<file path="config.mk">
export PLATFORM = sky130hd
export DESIGN_NAME = mem_lsu
export DESIGN_NICKNAME = d
export VERILOG_FILES = /design/src/rtl/mem_lsu.sv
export SDC_FILE = /design/constraint.sdc
export NUM_CORES = 1
export LEC_CHECK = 0
export ABC_CLOCK_PERIOD_IN_PS = 3700
export BUFFER_PORTS_ARGS = -buffer_cell sky130_fd_sc_hd__buf_2
export CORE_UTILIZATION = 58
export DETAILED_ROUTE_END_ITERATION = 8
export GPL_TIMING_DRIVEN = 0
export HOLD_SLACK_MARGIN = 0.06
export PLACE_DENSITY = 0.94
export SETUP_SLACK_MARGIN = 0.2
export SLEW_MARGIN = 20
export SYNTH_ARGS = -nofsm -noshare
export SYNTH_HDL_FRONTEND = slang
export SYNTH_SLANG_ARGS = --single-unit
</file>
<file path="constraint.sdc">
create_clock -name clk_100MHz -period 3.7 [get_ports clk_100MHz]
set_input_delay 0.37 -clock clk_100MHz [delete_from_list [all_inputs] [get_ports clk_100MHz]]
set_output_delay 0.37 -clock clk_100MHz [all_outputs]
set_load 0.1 [all_outputs]
</file>
<file path="src/rtl/mem_lsu.sv">
// Load/store unit between a single requester and a combinational-read RAM.
// Misaligned accesses that straddle two words take an extra HI cycle; stores use same-cycle read-modify-write.
module mem_lsu #(
  parameter int ADDR_WIDTH = 32,
  parameter int DATA_WIDTH = 32
) (
  input  logic                  clk_100MHz,
  input  logic                  arst_n,
  input  logic                  req_valid_i,
  output logic                  req_ready_o,
  input  logic                  req_we_i,
  input  logic [1:0]            req_size_i,
  input  logic                  req_unsigned_i,
  input  logic [ADDR_WIDTH-1:0] req_addr_i,
  input  logic [DATA_WIDTH-1:0] req_wdata_i,
  output logic                  resp_valid_o,
  output logic [DATA_WIDTH-1:0] resp_rdata_o,
  output logic                  ram_rena_o,
  output logic [ADDR_WIDTH-1:0] ram_raddr_o,
  output logic                  ram_wena_o,
  output logic [ADDR_WIDTH-1:0] ram_waddr_o,
  output logic [DATA_WIDTH-1:0] ram_wdata_o,
  input  logic [DATA_WIDTH-1:0] ram_rdata_i
);

  typedef enum logic [1:0] {IDLE, LO, HI, RESP} state_t;

  state_t                  state;
  logic                    we;
  logic                    uns;
  logic [1:0]              size;
  logic [ADDR_WIDTH-1:0]   addr;
  logic [DATA_WIDTH-1:0]   wdata;
  logic [DATA_WIDTH-1:0]   lo_word;
  logic [DATA_WIDTH-1:0]   hi_word;

  logic [1:0]              offset;
  logic                    crossing;
  logic [ADDR_WIDTH-1:0]   lo_addr;
  logic [ADDR_WIDTH-1:0]   hi_addr;
  logic [3:0]              base_mask;
  logic [7:0]              store_mask;
  logic [2*DATA_WIDTH-1:0] store_wide;
  logic [3:0]              lane_mask;
  logic [DATA_WIDTH-1:0]   lane_data;
  logic [DATA_WIDTH-1:0]   load_shift;
  logic [DATA_WIDTH-1:0]   load_ext;

  assign offset   = addr[1:0];
  assign crossing = (size[1] && offset != 2'b00) || (size == 2'b01 && offset == 2'b11);
  assign lo_addr  = {addr[ADDR_WIDTH-1:2], 2'b00};
  assign hi_addr  = lo_addr + ADDR_WIDTH'(4);

  always_comb begin
    case (size)
      2'b00:   base_mask = 4'b0001;
      2'b01:   base_mask = 4'b0011;
      default: base_mask = 4'b1111;
    endcase
  end

  // Byte lanes and data are laid out across a 64-bit LO/HI pair, low half to LO.
  assign store_mask = {4'b0000, base_mask} << offset;
  assign store_wide = {{DATA_WIDTH{1'b0}}, wdata} << {offset, 3'b000};
  assign load_shift = DATA_WIDTH'({hi_word, lo_word} >> {offset, 3'b000});

  always_comb begin
    case (size)
      2'b00:   load_ext = uns ? {{(DATA_WIDTH-8){1'b0}}, load_shift[7:0]}
                              : {{(DATA_WIDTH-8){load_shift[7]}}, load_shift[7:0]};
      2'b01:   load_ext = uns ? {{(DATA_WIDTH-16){1'b0}}, load_shift[15:0]}
                              : {{(DATA_WIDTH-16){load_shift[15]}}, load_shift[15:0]};
      default: load_ext = load_shift;
    endcase
  end

  assign resp_valid_o = (state == RESP);
  assign resp_rdata_o = (state == RESP && !we) ? load_ext : '0;

  always_comb begin
    ram_rena_o  = 1'b0;
    ram_raddr_o = '0;
    ram_wena_o  = 1'b0;
    ram_waddr_o = '0;
    ram_wdata_o = '0;
    lane_mask   = 4'b0000;
    lane_data   = '0;
    case (state)
      LO: begin
        ram_rena_o  = 1'b1;
        ram_raddr_o = lo_addr;
        lane_mask   = store_mask[3:0];
        lane_data   = store_wide[DATA_WIDTH-1:0];
      end
      HI: begin
        ram_rena_o  = 1'b1;
        ram_raddr_o = hi_addr;
        lane_mask   = store_mask[7:4];
        lane_data   = store_wide[2*DATA_WIDTH-1:DATA_WIDTH];
      end
      default: ;
    endcase
    // Stores merge their lanes into the word being read in the same cycle.
    if (we && ram_rena_o) begin
      ram_wena_o  = 1'b1;
      ram_waddr_o = ram_raddr_o;
      for (int i = 0; i < 4; i++)
        ram_wdata_o[8*i +: 8] = lane_mask[i] ? lane_data[8*i +: 8] : ram_rdata_i[8*i +: 8];
    end
  end

  always_ff @(posedge clk_100MHz or negedge arst_n) begin
    if (!arst_n) begin
      state       <= IDLE;
      req_ready_o <= 1'b0;
      we          <= 1'b0;
      uns         <= 1'b0;
      size        <= 2'b00;
      addr        <= '0;
      wdata       <= '0;
      lo_word     <= '0;
      hi_word     <= '0;
    end else begin
      case (state)
        IDLE: begin
          req_ready_o <= 1'b1;
          if (req_valid_i && req_ready_o) begin
            we          <= req_we_i;
            uns         <= req_unsigned_i;
            size        <= req_size_i;
            addr        <= req_addr_i;
            wdata       <= req_wdata_i;
            req_ready_o <= 1'b0;
            state       <= LO;
          end
        end
        LO: begin
          lo_word <= ram_rdata_i;
          hi_word <= '0;
          state   <= crossing ? HI : RESP;
        end
        HI: begin
          hi_word <= ram_rdata_i;
          state   <= RESP;
        end
        RESP: begin
          req_ready_o <= 1'b1;
          state       <= IDLE;
        end
        default: state <= IDLE;
      endcase
    end
  end

endmodule

</file>
==> results of run 1 <==
[per-layer routing]
| layer | GRT usage | share of wire |
|---|---|---|
| met1 | 0.5354 | 0.37 |
| met2 | 0.6354 | 0.46 |
| met3 | 0.08751 | 0.12 |
| met4 | 0.2417 | 0.052 |
| met5 | 0 | 0 |
[how the worst max path moves through the flow]
stage / from / end / slack, ns / cells after the start
finish: state[1] / ram_wdata_o[22] / 0.21 / 10
floorplan: state[1] / ram_wdata_o[8] / -0.36 / 6
detailed placement: state[1] / ram_waddr_o[21] / 0.22 / 9
CTS: state[1] / ram_waddr_o[14] / 0.15 / 8
global placement: state[1] / ram_waddr_o[25] / 0.23 / 9
global route: state[0] / ram_wdata_o[15] / 0.15 / 9
[layout make-up]
class,count,share of cell area
multi-input combinational,655,0.4989
sequential,127,0.2746
timing repair buffer,233,0.1130
clock buffer,21,0.03979
buffer,89,0.03525
tap,188,0.02033
clock inverter,11,0.009190
inverter,26,0.008758
antenna,1,0.0002162
[metrics by stage]
| step | util | setup WS (ns) |
|---|---|---|
| global route | 0.7641 | 0.1513 |
| detailed placement | 0.7152 | 0.2157 |
| finish | 0.7641 | 0.2098 |
| CTS | 0.7584 | 0.1467 |
| floorplan | - | -0.3650 |
| global placement | 0.7127 | 0.2316 |
[cell families after synthesis]
family | count (synthesis) | synth area share
AO/OA/AOI/OAI | 239 | 0.1796
adder cells (fa/ha/maj) | 5 | 0.007001
buffers and inverters | 116 | 0.05517
flip-flops | 127 | 0.3556
multiplexers | 191 | 0.2733
other | 1 | 0.0004196
AND/OR/NAND/NOR | 216 | 0.1288
[layout by cell type (no fill, tap or decap), types with 13 or more instances in the layout]
master / synthesis / routed
o21ai_0: 51 / 31
clkbuf_16: 0 / 17
mux2i_1: 46 / 41
buf_4: 8 / 29
dfrtp_1: 127 / 127
clkbuf_1: 48 / 36
mux4_2: 31 / 31
nor2_1: 25 / 16
nand3_1: 21 / 21
inv_1: 26 / 25
nand4_1: 15 / 15
clkbuf_2: 2 / 14
mux2_2: 114 / 114
a31oi_2: 0 / 14
buf_2: 20 / 211
nor3_1: 32 / 22
a22o_1: 34 / 32
a21oi_2: 0 / 20
a21oi_1: 35 / 13
clkbuf_4: 0 / 18
a31oi_1: 45 / 23
nand2_1: 49 / 48
[state kept, by name, summed over array words and instances, names as in the netlist]
signal,count
size,2
we,1
req_ready_o,1
wdata,32
state,2
hi_word,24
uns,1
lo_word,32
addr,32
[what timing repair did]
item                                   in CTS  in global routing
endpoints found under the hold margin      61                  0
buffers inserted                            1                  0
hold buffers                                1                  0
gates resized for setup                    29                 42
setup endpoints to repair                  44                 55
[synth_stat cells (8+ instances only)]
cell type / number / area share
and3_1: 8 / 0.0056
mux4_2: 31 / 0.078
nand2_1: 49 / 0.021
dfrtp_1: 127 / 0.36
nor2_1: 25 / 0.011
buf_1: 12 / 0.0050
nor4_1: 13 / 0.0091
mux2_2: 114 / 0.14
nor3_1: 32 / 0.018
a22o_1: 34 / 0.033
a31oi_1: 45 / 0.032
a22oi_1: 8 / 0.0067
nor2b_1: 10 / 0.0070
inv_1: 26 / 0.011
mux2i_1: 46 / 0.052
o31ai_1: 14 / 0.012
o22ai_1: 9 / 0.0063
o21ai_0: 51 / 0.029
a21o_1: 8 / 0.0067
and2_1: 12 / 0.0084
buf_4: 8 / 0.0067
clkbuf_1: 48 / 0.020
nand4_1: 15 / 0.011
nand3_1: 21 / 0.012
a21oi_1: 35 / 0.020
buf_2: 20 / 0.011
==> flow_summary_export.csv, run 1 <==
group,metric,value,unit
run_status,status,"finished, violations left",
run_status,failed_checks,"DRC",
yosys,ys_ff_latch,127,
setup_path,cp-end-kind,"output port",
detailed_routing,vias,9520,
timing,fin_crit_sh,0.9433,
detailed_routing,drt_iter0_drc,1337,
floorplanning,ioPinCount,235,
global_routing,grt_pass1_vias,9128,
setup_path,r2r_setup_slack,1.12,ns
final_layout,postLayoutCellArea,11570,µm²
worst_hold_path,hp-start,"req_addr_i[27]",
final_layout,fin_cells,1351,
timing,maxSlewViolCount,0,
final_layout,multi_input_area,5773,µm²
placed_design,dp_cells,1317,
floorplanning,core,15150,µm²
placed_design,port_buffers,230,
setup_path,cp_data_arrival_time,3.12,ns
cts,path_clk_slew,0.06,ns
detailed_routing,post_drt_wl_per_cell,24.04,µm
setup_path,critPathLaunchType,"flop",
setup_path,path_cells,"inv_1 -> ha_2 -> buf_2 -> nand2_1 -> buf_4 -> clkinvlp_4 -> clkbuf_2 -> nand2_1 -> mux2i_2 -> clkbuf_4",
placed_design,post-dp-hpwl,23440,µm
timing,fmax,286.5,MHz
global_routing,overflow,0,
yosys,synth-seq-area-share,0.3556,
final_layout,area_growth,29.50,%
placed_design,place_congestion,0.9933,
yosys,synth_edf_count,0,
placed_design,placed_area,10830,µm²
setup_path,slowest_delay,0.42,ns
cts,cts.path.max_buffers,2,
setup_path,crit_top_cell,"nand2_1",
timing,finalSetupTns,0,ns
worst_hold_path,hp-class,"input pin to flop",
yosys,ys.flop_type,"dfrtp_1",
floorplanning,dieArea,15910,µm²
yosys,synth_area,8936,µm²
setup_path,r2r-start,"state[1]",
timing,rsz0062_at_grt,"true",
final_layout,regArea,3178,µm²
cts,h-tree-depth,4,
timing,hold_ws,0.1755,ns
detailed_routing,ant_nets,0,
yosys,synth_warnings,0,
setup_path,worst-path-buf-inv,6,
yosys,syn_area_per_cell,9.984,µm²
yosys,synth_cell_type_count,59,
floorplanning,die_x,126.1,µm
timing,setup_viol,0,
setup_path,required,3.33,ns
cts,clock_latency,0.43,ns
detailed_routing,wl,32480,µm
setup_path,crit_fanout,10,
final_layout,fill_cells,1004,
setup_path,crit_type,"flop to output port",
final_layout,layout-drive-gt1-share,0.4785,
cts,cts_tree,"built",
timing,relSlewSlack,0.4305,
floorplanning,fp.dieH,126.1,µm
setup_path,path_delay_family,"buffers and inverters",
flow_run,max_cap_violations,0,
cts,clock_sinks,127,
worst_hold_path,min_path_cells,2,
timing,finClkSkew,0.006283,ns
global_routing,grt_pass1_wl,49790,µm
floorplanning,row_count,45,
yosys,async_reset_ff_frac,1.000,
global_routing,grt_max_degree,67,
floorplanning,start_util,0.5900,
detailed_routing,route.detailed.drc,2,
global_routing,antenna_found_initial,2,
timing,tightest_slew,0.8542,ns
setup_path,crit_slowest_cell,"dfrtp_1",
yosys,synth_cells,895,
cts,cts_buffers,17,
global_routing,grt_use_total,0.4108,
final_layout,fin_nets,1257,
setup_path,rr_worst_depth,6,
detailed_routing,dr.pass1.iters,8,
timing,finalHoldViolCount,0,
worst_hold_path,holdPathEnd,"addr[27]",
setup_path,r2r_end,"addr[29]",
detailed_routing,viasPerCell,7.047,
cts,clockRootBuffer,"clkbuf_16",
timing,min_period,3.490,ns
Power of run 1 is not shown: default switching activity piles up to over one toggle a cycle in this logic, so the estimate is an artifact.
==> run 2: changes to the inputs <==
--- a/config.mk
+++ b/config.mk
@@ -7,11 +7,12 @@
 export LEC_CHECK = 0
 export ABC_CLOCK_PERIOD_IN_PS = 3700
 export BUFFER_PORTS_ARGS = -buffer_cell sky130_fd_sc_hd__buf_2
-export CORE_UTILIZATION = 58
+export CORE_UTILIZATION = 60
+export CTS_BUF_LIST = sky130_fd_sc_hd__clkbuf_2 sky130_fd_sc_hd__clkbuf_4 sky130_fd_sc_hd__clkbuf_8
 export DETAILED_ROUTE_END_ITERATION = 8
 export GPL_TIMING_DRIVEN = 0
 export HOLD_SLACK_MARGIN = 0.06
-export PLACE_DENSITY = 0.94
+export PLACE_DENSITY = 0.95
 export SETUP_SLACK_MARGIN = 0.2
 export SLEW_MARGIN = 20
 export SYNTH_ARGS = -nofsm -noshare
==> flow_summary_export.csv, run 2 (synthesis gave the netlist of run 1 again) <==
group,metric,value,unit
cts,clock_latency,0.47,ns
cts,cts_buffers,17,
floorplanning,row_count,44,
setup_path,r2r_end,"hi_word[6]",
global_routing,overflow,0,
global_routing,grt_max_degree,80,
worst_hold_path,hp-class,"input pin to flop",
timing,finalHoldViolCount,0,
detailed_routing,vias,9549,
timing,fin_crit_sh,0.9487,
timing,fmax,284.9,MHz
final_layout,most-common-layout-cells,"buf_2, dfrtp_1, mux2_2, nand2_1, mux2i_1",
setup_path,required,3.33,ns
final_layout,antenna_cells,0,
placed_design,port_buffers,230,
floorplanning,ioPinCount,235,
timing,setup_viol,0,
timing,hold_ws,0.1309,ns
floorplanning,start_util,0.6148,
global_routing,grt_use_total,0.4256,
timing,relSlewSlack,0.4469,
placed_design,place_congestion,1.010,
detailed_routing,top_layer,"met4",
setup_path,cp-end-kind,"output port",
setup_path,critPathLaunchType,"flop",
detailed_routing,drt-met1-wl,11550,µm
worst_hold_path,min_path_cells,2,
final_layout,area_growth,28.06,%
detailed_routing,wl,32270,µm
global_routing,antenna_found_initial,0,
cts,clockRootBuffer,"clkbuf_8",
placed_design,post-dp-hpwl,23220,µm
setup_path,rr_worst_depth,8,
detailed_routing,drt_iter0_drc,1519,
final_layout,fin_nets,1257,
detailed_routing,dr.pass1.iters,6,
detailed_routing,viasPerCell,7.094,
final_layout,reg.largest.list,"addr x32, lo_word x32, wdata x32",
final_layout,multi_input_area,5778,µm²
setup_path,crit_fanout,10,
timing,finalSetupTns,0,ns
worst_hold_path,hp-start,"req_addr_i[10]",
timing,maxSlewViolCount,0,
cts,path_clk_slew,0.09,ns
run_status,status,"completed",
cts,cts.path.max_buffers,2,
cts,cts_tree,"built",
final_layout,final_common_cell,"buf_2",
detailed_routing,met3_length,4092,µm
timing,min_period,3.510,ns
detailed_routing,wl_met2,14570,µm
setup_path,cp-startpoint,"state[0]",
setup_path,cp_data_arrival_time,3.14,ns
detailed_routing,ant_nets,0,
final_layout,regArea,3178,µm²
timing,tightest_slew,0.8234,ns
global_routing,grt_pass1_vias,8929,
cts,clock_sinks,127,
flow_run,max_cap_violations,0,
timing,rsz0062_at_grt,"true",
detailed_routing,route.detailed.drc,0,
final_layout,fill_cells,930,
setup_path,r2r-start,"state[0]",
global_routing,grt_pass1_wl,48360,µm
timing,finClkSkew,0.01195,ns
final_layout,final_core_util,0.7874,
timing,fin_ws,0.1898,ns
detailed_routing,post_drt_wl_per_cell,23.97,µm
floorplanning,die_x,124.0,µm
setup_path,crit_type,"flop to output port",
floorplanning,dieArea,15390,µm²
floorplanning,fp.dieH,124.0,µm
setup_path,r2r_setup_slack,0.92,ns
placed_design,pre_cts_ws,0.2062,ns
final_layout,layout-drive-gt1-share,0.4819,
worst_hold_path,holdPathEnd,"addr[10]",
cts,h-tree-depth,4,
floorplanning,core,14530,µm²
-- run 2: cell count changes in the layout (fill, tap and decap cells not counted), sizes merged --
cell    before  now
buf        255  243
inv         28   35
clkbuf      87   95
bufinv       1    0
diode        1    0
clkinv       4    2
-- run 2: area by class of cell --
cell class / instances / share of cell area
Multi-Input combinational cell: 655 / 0.5049
Sequential cell: 127 / 0.2777
Timing Repair Buffer: 233 / 0.1188
Buffer: 89 / 0.03619
Clock buffer: 17 / 0.02045
Tap cell: 184 / 0.02012
Clock inverter: 15 / 0.01290
Inverter: 26 / 0.008856
-- run 2: how the worst max path moves through the flow --
stage	endpoint	slack, ns	cells after the start
CTS	ram_wdata_o[2]	0.20	10
floorplan	ram_wdata_o[8]	-0.36	6
finish	ram_wdata_o[10]	0.19	9
detailed placement	ram_waddr_o[31]	0.21	9
global route	ram_wdata_o[10]	0.1	9
global placement	ram_waddr_o[16]	0.25	9
-- run 2: worst max-delay path: stages, from the launching register on --
cell	delay, ns
dfrtp_1	0.42
inv_1	0.13
ha_1	0.17
clkbuf_1	0.29
clkbuf_2	0.35
nand2_1	0.26
o22ai_1	0.22
nor3_1	0.11
nor3_4	0.31
clkbuf_4	0.41
-- run 2: layer usage --
metal | vias up | global-route usage
met4 | 0 | 0.2411
met5 | - | 0
met1 | 4496 | 0.5589
met2 | 904 | 0.6378
met3 | 211 | 0.1126
li1 | 3938 | -
-- run 2: metrics by stage --
stage	cell area (µm²)	instances
after floorplan	9408	898
after global placement	10790	1312
after detailed placement	10820	1313
after CTS	11310	1346
after global routing	11440	1346
final	11440	1346
-- run 2: timing repair --
item	4_1_cts	5_1_grt
hold buffers	1	0
buffers inserted	1	0
endpoints found under the setup margin	57	69
resized for setup	37	52
hold endpoints to repair	48	0
pin swaps	1	1
Power of run 2 is left out for the same reason.
